--- config.mk ---
export PLATFORM = sky130hd
export DESIGN_NAME = fifo_read_drainer_flat
export DESIGN_NICKNAME = d
export VERILOG_FILES = /design/src/rtl/fifo_read_drainer_if.sv /design/src/rtl/fifo_read_drainer.sv /design/src/flat_wrapper.sv
export SDC_FILE = /design/constraint.sdc
export NUM_CORES = 1
export LEC_CHECK = 0
export CAP_MARGIN = 20
export CORE_MARGIN = 5
export CORE_UTILIZATION = 40
export CTS_CLUSTER_SIZE = 8
export DETAILED_ROUTE_END_ITERATION = 6
export PLACE_DENSITY = 0.69
export SYNTH_ARGS = -nofsm -noshare
export SYNTH_HDL_FRONTEND = slang
export SYNTH_SLANG_ARGS = --single-unit
--- constraint.sdc ---
create_clock -name rclk -period 2.5 [get_ports rclk]
set_input_delay 0.5 -clock rclk [delete_from_list [all_inputs] [get_ports rclk]]
set_output_delay 0.5 -clock rclk [all_outputs]
set_load 0.1 [all_outputs]
--- src/rtl/fifo_read_drainer_if.sv ---
// FIFO read-port and output-stream signals of fifo_read_drainer, bundled with drainer-side (master)
// and FIFO/sink-side (slave) views.
interface fifo_read_drainer_if #(
    parameter int DATASIZE = 8
);
    logic                ren;
    logic                rack;
    logic [DATASIZE-1:0] rdata;
    logic                remty;
    logic                out_valid;
    logic [DATASIZE-1:0] out_data;
    logic                out_ready;

    modport master (
        output ren,
        input  rack,
        input  rdata,
        input  remty,
        output out_valid,
        output out_data,
        input  out_ready
    );

    modport slave (
        input  ren,
        output rack,
        output rdata,
        output remty,
        input  out_valid,
        input  out_data,
        output out_ready
    );
endinterface

--- src/rtl/fifo_read_drainer.sv ---
// Read-domain FIFO consumer: pops into a 2-entry skid buffer and delivers on a valid/ready stream.
// Optional macro SEQ_CHECK_EN adds an incrementing-sequence checker (seq_err, seq_err_cnt).
module fifo_read_drainer #(
    parameter int DATASIZE = 8,
    parameter int CNT_W    = 16
) (
    input  logic                rclk,
    input  logic                rrst_n,
    input  logic                drain_en,
    fifo_read_drainer_if.master bus,
    output logic [CNT_W-1:0]    word_count,
    output logic                ridle,
    output logic                proto_err
`ifdef SEQ_CHECK_EN
    ,
    output logic                seq_err,
    output logic [7:0]          seq_err_cnt
`endif
);
    typedef enum logic [1:0] {IDLE, ACTIVE, DRAIN} state_t;

    state_t              state_q, state_d;
    logic [1:0]          occ_q, occ_d;
    logic                pend_q, pend_d;
    logic [DATASIZE-1:0] ent0_q, ent0_d;
    logic [DATASIZE-1:0] ent1_q, ent1_d;
    logic [CNT_W-1:0]    cnt_q, cnt_d;
    logic                perr_q, perr_d;
    logic                push, pop, ren;
    logic [1:0]          occ_after_pop;

    assign pop  = (occ_q != 2'd0) && bus.out_ready;
    assign push = bus.rack && pend_q;

    // A slot emptied by this cycle's handshake may be claimed by a pop issued now, since
    // its data lands one cycle later; this is what sustains one word per cycle.
    assign occ_after_pop = occ_q - {1'b0, pop};
    assign ren = (state_q == ACTIVE) && !bus.remty
                 && ((occ_after_pop + {1'b0, pend_q}) < 2'd2);

    always_comb begin
        state_d = state_q;
        case (state_q)
            IDLE:    if (drain_en) state_d = ACTIVE;
            ACTIVE:  if (!drain_en) state_d = DRAIN;
            DRAIN: begin
                if (drain_en)
                    state_d = ACTIVE;
                else if (!pend_q && (occ_q == 2'd0))
                    state_d = IDLE;
            end
            default: state_d = IDLE;
        endcase
    end

    always_comb begin
        pend_d = pend_q;
        if (ren)
            pend_d = 1'b1;
        else if (bus.rack)
            pend_d = 1'b0;

        perr_d = perr_q | (bus.rack & ~pend_q);
        cnt_d  = pop ? cnt_q + 1'b1 : cnt_q;

        ent0_d = ent0_q;
        ent1_d = ent1_q;
        occ_d  = occ_q;
        case ({push, pop})
            2'b10: begin
                if (occ_q == 2'd0) begin
                    ent0_d = bus.rdata;
                    occ_d  = 2'd1;
                end else if (occ_q == 2'd1) begin
                    ent1_d = bus.rdata;
                    occ_d  = 2'd2;
                end
            end
            2'b01: begin
                ent0_d = ent1_q;
                occ_d  = occ_q - 2'd1;
            end
            2'b11: begin
                if (occ_q == 2'd1) begin
                    ent0_d = bus.rdata;
                end else begin
                    ent0_d = ent1_q;
                    ent1_d = bus.rdata;
                end
            end
            default: ;
        endcase
    end

    always_ff @(posedge rclk or negedge rrst_n) begin
        if (!rrst_n) begin
            state_q <= IDLE;
            occ_q   <= 2'd0;
            pend_q  <= 1'b0;
            ent0_q  <= '0;
            ent1_q  <= '0;
            cnt_q   <= '0;
            perr_q  <= 1'b0;
        end else begin
            state_q <= state_d;
            occ_q   <= occ_d;
            pend_q  <= pend_d;
            ent0_q  <= ent0_d;
            ent1_q  <= ent1_d;
            cnt_q   <= cnt_d;
            perr_q  <= perr_d;
        end
    end

    assign bus.ren       = ren;
    assign bus.out_valid = (occ_q != 2'd0);
    assign bus.out_data  = ent0_q;
    assign word_count    = cnt_q;
    assign ridle         = (state_q == IDLE);
    assign proto_err     = perr_q;

`ifdef SEQ_CHECK_EN
    logic [DATASIZE-1:0] prev_q, prev_d, prev_inc;
    logic                base_q, base_d;
    logic                serr_q, serr_d;
    logic [7:0]          scnt_q, scnt_d;

    assign prev_inc = prev_q + 1'b1;

    // The first delivered word after reset only establishes the baseline.
    always_comb begin
        prev_d = prev_q;
        base_d = base_q;
        serr_d = serr_q;
        scnt_d = scnt_q;
        if (pop) begin
            prev_d = ent0_q;
            base_d = 1'b1;
            if (base_q && (ent0_q != prev_inc)) begin
                serr_d = 1'b1;
                if (scnt_q != 8'hFF)
                    scnt_d = scnt_q + 8'd1;
            end
        end
    end

    always_ff @(posedge rclk or negedge rrst_n) begin
        if (!rrst_n) begin
            prev_q <= '0;
            base_q <= 1'b0;
            serr_q <= 1'b0;
            scnt_q <= 8'd0;
        end else begin
            prev_q <= prev_d;
            base_q <= base_d;
            serr_q <= serr_d;
            scnt_q <= scnt_d;
        end
    end

    assign seq_err     = serr_q;
    assign seq_err_cnt = scnt_q;
`endif
endmodule
--- src/flat_wrapper.sv ---
// flat-port wrapper written by rule: the top's interface ports become plain ports
module fifo_read_drainer_flat 
#(
    parameter int DATASIZE = 8,
    parameter int CNT_W    = 16
)
  (rclk, rrst_n, drain_en, word_count, ridle, proto_err, bus_ren, bus_rack, bus_rdata, bus_remty, bus_out_valid, bus_out_data, bus_out_ready);
  fifo_read_drainer_if #(.DATASIZE(DATASIZE)) bus_i ();
  input  logic rclk;
  input  logic rrst_n;
  input  logic drain_en;
  output logic [CNT_W-1:0] word_count;
  output logic ridle;
  output logic proto_err;
  output wire logic [$bits(bus_i.ren)-1:0] bus_ren;
  input wire logic [$bits(bus_i.rack)-1:0] bus_rack;
  input wire logic [$bits(bus_i.rdata)-1:0] bus_rdata;
  input wire logic [$bits(bus_i.remty)-1:0] bus_remty;
  output wire logic [$bits(bus_i.out_valid)-1:0] bus_out_valid;
  output wire logic [$bits(bus_i.out_data)-1:0] bus_out_data;
  input wire logic [$bits(bus_i.out_ready)-1:0] bus_out_ready;
  assign bus_ren = bus_i.ren;
  assign bus_i.rack = bus_rack;
  assign bus_i.rdata = bus_rdata;
  assign bus_i.remty = bus_remty;
  assign bus_out_valid = bus_i.out_valid;
  assign bus_out_data = bus_i.out_data;
  assign bus_i.out_ready = bus_out_ready;
  fifo_read_drainer #(.DATASIZE(DATASIZE), .CNT_W(CNT_W)) u_core (.rclk(rclk), .rrst_n(rrst_n), .drain_en(drain_en), .bus(bus_i), .word_count(word_count), .ridle(ridle), .proto_err(proto_err));
endmodule
Word-level counts from Yosys, hierarchy flattened --
Index checks and enable logic that the tools add are counted.
Storage, ports and cells: register bits 38, output and inout bits 28, word-level logic and storage cells 62, bits of input ports 14
Cells by class: muxes and demuxes 16, magnitude comparators 1, bitwise gates (word level) 3, $add $sub $neg 4, reductions and logical operators 18, eq/ne operators 13
Operator list (count):
- $mux W8 | 4
- $pmux W8 S3 | 1
- $add A16 B1 Y16 const B | 1
- $pmux W8 S2 | 1
- $mux W2 | 6
- $ne A2 B2 Y1 const B | 4
- $reduce_bool A2 Y1 | 4
- $eq A2 B1 Y1 const B | 3
- $eq A2 B2 Y1 const B | 3
- $pmux W2 S3 | 1
- $reduce_and A3 Y1 | 2
- $logic_and A1 B1 Y1 | 5
- $logic_not A2 Y1 | 2
- $pmux W2 S2 | 1
- $reduce_and A2 Y1 | 2
- $ne A3 B1 Y1 const B | 1
- $ne A3 B2 Y1 const B | 1
- $reduce_bool A3 Y1 | 1
- $add A2 B1 Y2 | 1
- $logic_not A1 Y1 | 2
- $lt A2 B2 Y1 const B | 1
- $mux W1 | 2
- $ne A2 B1 Y1 const B | 1
- $sub A2 B1 Y2 | 1
- 4 further kinds | 4

Longest topological paths before layout --
word-level depth 7, mapped depth 10, gate-level depth less buffers 9

Worst setup path before layout --
No wires, ideal clock.
path kind reg-to-output, from register u_core.occ_q[0], to output bus_ren, buffers on the path 1, cell stages (with the launch flop) 9, data arrival time 3.238 ns, data required time 2.000 ns, setup slack -1.238 ns, cells stage by stage dfrtp_1 > inv_1 > ha_1 > nand2b_4 > buf_6 > inv_1 > ha_1 > or3_1 > a21oi_1
On the way: word-level cells in the longest chain between the ends 6
Ends and longest elaborated chain:
- start: declaration | line fifo_read_drainer.sv:23 | logic [1:0] occ_q, occ_d;
- start signal: assignment | line fifo_read_drainer.sv:98 | occ_q <= 2'd0;
- start signal: assignment | line fifo_read_drainer.sv:106 | occ_q <= occ_d;
- $reduce_bool A2 Y1 | line fifo_read_drainer.sv:32 | assign pop = (occ_q != 2'd0) && bus.out_ready;
- $logic_and A1 B1 Y1 | line fifo_read_drainer.sv:32
- named net u_core.pop | line fifo_read_drainer.sv:29 | logic push, pop, ren;
- $sub A2 B1 Y2 | line fifo_read_drainer.sv:37 | assign occ_after_pop = occ_q - {1'b0, pop};
- $add A2 B1 Y2 | line fifo_read_drainer.sv:39 | && ((occ_after_pop + {1'b0, pend_q}) < 2'd2);
- $lt A2 B2 Y1 | line fifo_read_drainer.sv:39
- $logic_and A1 B1 Y1 | line fifo_read_drainer.sv:39
- end: declaration | line flat_wrapper.sv:15 | output wire logic [$bits(bus_i.ren)-1:0] bus_ren;
The timed path passes the listed nets, and every way through them passes these cells.

Worst setup path in the final report --
Same ends and word-level chain as after synthesis.

==> flow_summary_export.csv <==
group,metric,value,unit
status,outcome,"complete, but fails checks",
status,violations,"negative setup slack",
sta,final_hold_viol_count,0,
clock_tree,path_clk_slew,0.08,ns
power_and_ir_drop,ir_worst_vdd,0.000591,V
critical_path,cp_max_fo,3,
synth,yosys-top-cells-area,"dfrtp_1 49%, mux2_2 9.3%, a22oi_1 6.2%",
critical_path,cp-start-kind,"flop",
global_routing,grt.total_usage,13.8,%
critical_path,worst-r2r-setup-slack,0.41,ns
detailed_routing,drc_errors,0,
synth,synth_edf_count,0,
detailed_routing,vias_per_cell,4.99,
global_routing,grt_pass1_wl,6.83,mm
detailed_routing,first_pass_iters,4,
die,dieArea,0.00633,mm2
finish,drive_gt1_share,36.0,%
synth,synth_fp_nets,191,
clock_tree,cts_buffers,5,
synth,synth.distinct_cells,34,
synth,ys.warnings.count,0,
clock_tree,worst_skew_pair.late_latency,0.29,ns
power_and_ir_drop,p_leak,1.19,nW
sta,finalSetupViolations,1,
critical_path,required,2.00,ns
global_routing,gr-total-overflow,0,
clock_tree,clock-root-buffer,"clkbuf_8",
synth,synth_async_sr_flop_share,100,%
critical_path,critPathCaptureType,"primary output",
placed_design,place_ws,-0.172,ns
global_routing,grt_max_degree,39,
synth,synth-seq-cells,38,
finish,syn_to_final_growth,33.3,%
sta,post-route-min-period,2.66,ns
finish,fin_nets,245,
synth,ys.flop_type,"dfrtp_1",
job,drv_cap,0,
placed_design,gp_congestion,0.756,
die,die_h,79.6,um
power_and_ir_drop,power_density,1310,mW/mm2
sta,relSlewSlack,43.2,%
sta,period_share,106,%
die,rows,25,
placed_design,io_buffers,41,
placed_design,dp_hpwl,2.93,mm
detailed_routing,drt_first_iter_violations,38,
synth,syn-cell-area,0.00194,mm2
detailed_routing,routed_wirelength,4.17,mm
synth,syn-instance-count,170,
synth,yosys.area.top_type,"dfrtp_1",
clock_tree,clock_path_buffers,2,
synth,ys_seq_area_share,49.1,%
synth,synth_top_area_share,49.1,%
sta,tightest_slew,0.851,ns
clock_tree,htree_levels,2,
die,boundaryPins,42,
critical_path,r2r_cells,9,
die,core_area,0.00472,mm2
synth,syn_area_per_cell,11.4,um2
synth,yosysMostFrequentCell,"dfrtp_1",
finish,diodes,0,
clock_tree,cts.sinks,38,
power_and_ir_drop,internal_power,1.64,mW
power_and_ir_drop,switching_power,1.73,mW
power_and_ir_drop,share_seq_of_total_power,29.1,%
sta,fmax,376,MHz
critical_path,reg2reg_to,"u_core.ent1_q[0]",
die,initial_core_util,41.0,%
sta,finClkSkew,0.00571,ns
power_and_ir_drop,switching_share,51.3,%
die,die_x,79.6,um
power_and_ir_drop,combPwrFrac,57.6,%
sta,setup_slack,-0.158,ns
global_routing,antenna_found_initial,0,
sta,rsz0062_at_grt,"true",
clock_tree,tritoncts,"built",
hold_path,min_path_type,"primary input to asynchronous set/reset pin",
global_routing,grt_pass1_vias,1475,
detailed_routing,num_vias,1457,
detailed_routing,routedWlPerCell,14.3,um
critical_path,critPathArrivalTime,2.16,ns
sta,slew_viol_final,0,
sta,whs,0.308,ns
power_and_ir_drop,power.share.clock,13.3,%
critical_path,r2r-start,"u_core.occ_q[0]",
detailed_routing,ant_nets,0,
critical_path,path_class,"flop to primary output",
synth,synth_commonest_cells,"38 x dfrtp_1, 16 x a22oi_1, 16 x mux2_2, 12 x nand2_1, 12 x xnor2_1",
## cells by family after synthesis
| logic type | share of synthesized area (%) |
|---|---|
| AND/OR/NAND/NOR | 13.1 |
| AO/OA/AOI/OAI | 12.9 |
| flip-flops | 49.1 |
| XOR/XNOR | 7.69 |
| multiplexers | 9.30 |
| buffers and inverters | 3.36 |
| adder cells (fa/ha/maj) | 4.52 |
## how the worst max path moves through the flow
stage                     cells after the start       to  slack [ns]       startpoint
final                                         9  bus_ren       -0.16  u_core.occ_q[0]
after CTS                                     9  bus_ren       -0.16  u_core.occ_q[0]
after detailed placement                      8  bus_ren       -0.17    bus_out_ready
after global routing                          9  bus_ren       -0.22  u_core.occ_q[1]
after floorplan                               9  bus_ren       -0.30  u_core.occ_q[0]
after global placement                        8  bus_ren       -0.17    bus_out_ready
## cell type report
| cell class | instances | area [um2] |
|---|---|---|
| sequential | 38 | 951 |
| inverter | 8 | 33.8 |
| clock buffer | 6 | 82.6 |
| tap | 67 | 83.8 |
| timing repair buffer | 53 | 437 |
| clock inverter | 2 | 12.5 |
| fill | 430 | 2140 |
| multi-input combinational | 118 | 981 |
## power groups by stage
stage	clock network, mW	logic, mW	registers, mW
6_report	0.448	1.94	0.983
5_1_grt	0.483	2.05	1.01
4_1_cts	0.460	1.93	0.979
3_5_place_dp	0	1.85	0.998
3_3_place_gp	0	1.82	0.991
2_1_floorplan	0	0.690	1.74
## sequential cells by signal, indices dropped and copies added (netlist names)
register and cells:
u_core.word_count 16, u_core.bus.out_data 8, u_core.ent1_q 8, u_core.occ_q 2, u_core.state_q 2, u_core.pend_q 1
u_core.proto_err 1
## routing by layer
metal,GRT usage (%),vias up,wire length [um]
met3,2.93,8,178
met1,17.6,704,1880
met2,22.5,29,2030
met4,6.19,0,82
met5,0,-,0
li1,-,716,-
## per-stage QoR
step                instances  setup TNS [ns]  area, um2  total power, mW  util, %
finish                    292          -0.158       2580             3.38     54.6
global route              292          -0.218       2580             3.55     54.6
CTS                       291          -0.159       2560             3.36     54.3
detailed placement        279          -0.172       2430             2.85     51.4
global placement          279          -0.165       2430             2.81     51.4
floorplan                 170          -0.303       1980             2.43        -
## critical path, stage by stage, from the launching register on
cell	delay (ns)
dfrtp_1	0.40
inv_2	0.09
ha_4	0.14
nand2b_4	0.13
clkinvlp_4	0.10
ha_4	0.18
xnor2_4	0.13
or3_4	0.34
a21oi_4	0.15
buf_12	0.19
## cell usage in the layout, fill, tap and decap left out, drive strengths merged, types with 6 or more instances in the layout
cell           synthesis  final
mux2                  16     16
buf                    5     41
clkbuf                 1      6
xnor2                 12     12
inv                    8      7
ha                     7      7
a22oi                 16     16
o21ai                 11     11
clkdlybuf4s50          0     11
nand3                  6      6
dfrtp                 38     38
nand2                 12     12
## timing repair
item,CTS,global route
cloned,0,0
pin swaps,1,0
hold buffers,0,0
buffers inserted,4,1
hold endpoints to repair,0,0
setup endpoints to repair,1,1
resized for setup,4,1
No activity file was read; power rests on OpenSTA's default activity.
==> patch: new RTL, config.mk and constraints unchanged <==
Put one more register stage on the output `word_count`, cleared by the reset. The value now appears one clock later. The other outputs are not delayed to match.
--- a/src/rtl/fifo_read_drainer.sv
+++ b/src/rtl/fifo_read_drainer.sv
@@ -115,7 +115,13 @@
     assign bus.ren       = ren;
     assign bus.out_valid = (occ_q != 2'd0);
     assign bus.out_data  = ent0_q;
-    assign word_count    = cnt_q;
+    always_ff @(posedge rclk or negedge rrst_n) begin
+        if (!rrst_n) begin
+            word_count <= '0;
+        end else begin
+            word_count <= cnt_q;
+        end
+    end
     assign ridle         = (state_q == IDLE);
     assign proto_err     = perr_q;
 
Check against the original RTL: not equivalent (Yosys sat finds a counterexample within 10 cycles, from zero or initial values and one cycle with rrst_n low).
==> patch against the original RTL <==
  * Sequential cell count is 16 higher
  * Maximum frequency increased by 6.4%
  * Area after synthesis grew 20%
  * Setup slack gained 0.16 ns
  * Design area up 18%
  * Total power increased by 10%
  * Core utilization shrank 0.10 points
  * Sequential share of layout area is 7.6 points higher
  * Wire length rose by 8.9%
  * Critical path type unchanged
  * Critical endpoint unchanged
==> patch: results (changes against the original RTL) <==
| Metric | Value |
|---|---|
| Min-delay worst type | `input port to asynchronous set/reset pin` |
| Routed wl met3 | `309 um (+74%)` |
| Met3 Usage GRT | `3.99% (+1.1 points)` |
| Slew @ Worst Pin | `0.545 ns (-0.306 ns)` |
| Seq/Total Area, Yosys | `58.1% (+9.0 points)` |
| Compound-Gate Fraction of Synth Area | `10.0% (-2.9 points)` |
| Dpl hpwl | `3190 um (+9.0%)` |
| Status | `completed` |
| Fin Clk Skew | `0.00396 ns (-0.00176 ns)` |
| Htree depth | `2 (unchanged)` |
| Final #Nets | `262 (+6.9%)` |
| Post-Synth XOR/XNOR Area | `6.78% (-0.91 points)` |
| VDD IR max | `0.000804 V (+36%)` |
| Mux cell area share after synthesis | `7.75% (-1.6 points)` |
| Met1 Track Usage GR | `17.9% (+0.31 points)` |
| Pint | `1970 uW (+20%)` |
| Distinct cells, synth | `34 (unchanged)` |
| CTS buffer count | `5 (unchanged)` |
| M2 GR Usage | `21.1% (-1.4 points)` |
| Clock group power | `513 uW (+15%)` |
| DR WL/cell | `14.5 um (+1.3%)` |
| Worst Path Arrival | `2.00 ns (-0.16 ns)` |
| Commonest cells post-synth | `54 x dfrtp_1, 16 x a22oi_1, 16 x mux2_2, 11 x xnor2_1` |
| Max Cap Viol | `0 (unchanged)` |
| Largest cells by area after synthesis | `dfrtp_1 58%, mux2_2 7.8%, a22oi_1 5.2%` |
| Pin count of the biggest net entering global routing | `34 (-13%)` |
| Reg2reg path depth | `10 (+1)` |
| Vias | `1,611 (+11%)` |
| Met2 wire len | `2170 um (+6.8%)` |
| Share of cells above drive strength 1 | `34.7% (-1.3 points)` |
| Global Route Usage Sum | `13.3% (-0.52 points)` |
| 1st-iter DRT viols | `73 (+92%)` |
| Busiest layer in global routing | `met2` |
| Max Fanout on Critical Path | `5 (+2)` |
| Reg-to-Reg Start | `u_core.occ_q[0]` |
| Initial antenna violation count | `0 (unchanged)` |
| Area after DPL | `2870 um^2 (+18%)` |
| Wl on met1 | `2020 um (+7.2%)` |
| Synthesized Nets | `205 (+7.3%)` |
| Root buffer cell | `clkbuf_8` |
| Lkg Pwr | `0.00146 uW (+23%)` |
| Adder-Cell Fraction of Synth Area | `3.77% (-0.75 points)` |
| First-pass GRT wire length | `7870 um (+15%)` |
| Vias in the first global route | `1,619 (+9.8%)` |
| Pre-CTS setup slack | `-0.0383 ns (+0.134 ns)` |
| Final RePlAce weighted congestion | `0.744 (-1.5%)` |
| Crit path max-delay family | `buffers and inverters` |
| Clk_lat worst skew | `0.30 ns` |
| Flop+latch power | `1280 uW (+30%)` |
-- patch: cell count changes in the layout (fill, tap and decap cells not counted), sizes merged, moves of 2 or more --
cell	delta
xor2	+2
dfrtp	+16
buf	+2
nand2	-2
a31oi	+2
o21ai	-3
inv	+2
-- patch: layout make-up --
| class | instances | area, um^2 |
|---|---|---|
| Clock buffer | 6 | 82.6 |
| Clock inverter | 2 | 16.3 |
| Fill cell | 511 | 2530 |
| Inverter | 9 | 40.0 |
| Multi-Input combinational cell | 116 | 995 |
| Sequential cell | 54 | 1350 |
| Tap cell | 72 | 90.1 |
| Timing Repair Buffer | 55 | 465 |
-- patch: logic make-up (layout without fill, tap and decap cells) --
family	count (synthesis)	after routing
DFF	54	54
AOI/OAI and AO/OA	35	35
adders and majority gates	7	7
buffers and inverters	14	72
muxes	16	16
xor gates and xnor gates	18	18
and+or+nand+nor	40	40
-- patch: timing repair --
action / in CTS / in global routing
resized for setup: 4 / 2
setup buffers: 4 / 0
pin swaps: 4 / 0
endpoints found under the setup margin: 1 / 1
gates cloned: 0 / 0
-- patch: stage by stage --
stage / hold WS, ns / total power, uW / cells / util [%]
final: 0.172 / 3720 / 314 / 54.5
after global routing: 0.198 / 3930 / 314 / 54.5
after CTS: 0.175 / 3740 / 314 / 54.4
after detailed placement: 0.368 / 3120 / 302 / 51.5
after global placement: 0.361 / 3090 / 302 / 51.5
after floorplan: 0.204 / 2680 / 184 / -
-- patch: worst max-delay path by stage --
stage                    startpoint      end  slack, ns
detailed placement    bus_out_ready  bus_ren      -0.04
floorplan           u_core.occ_q[0]  bus_ren      -0.72
global route        u_core.occ_q[0]  bus_ren      -0.12
CTS                 u_core.occ_q[0]  bus_ren     -0.002
finish              u_core.occ_q[0]  bus_ren      0.002
global placement      bus_out_ready  bus_ren      -0.01
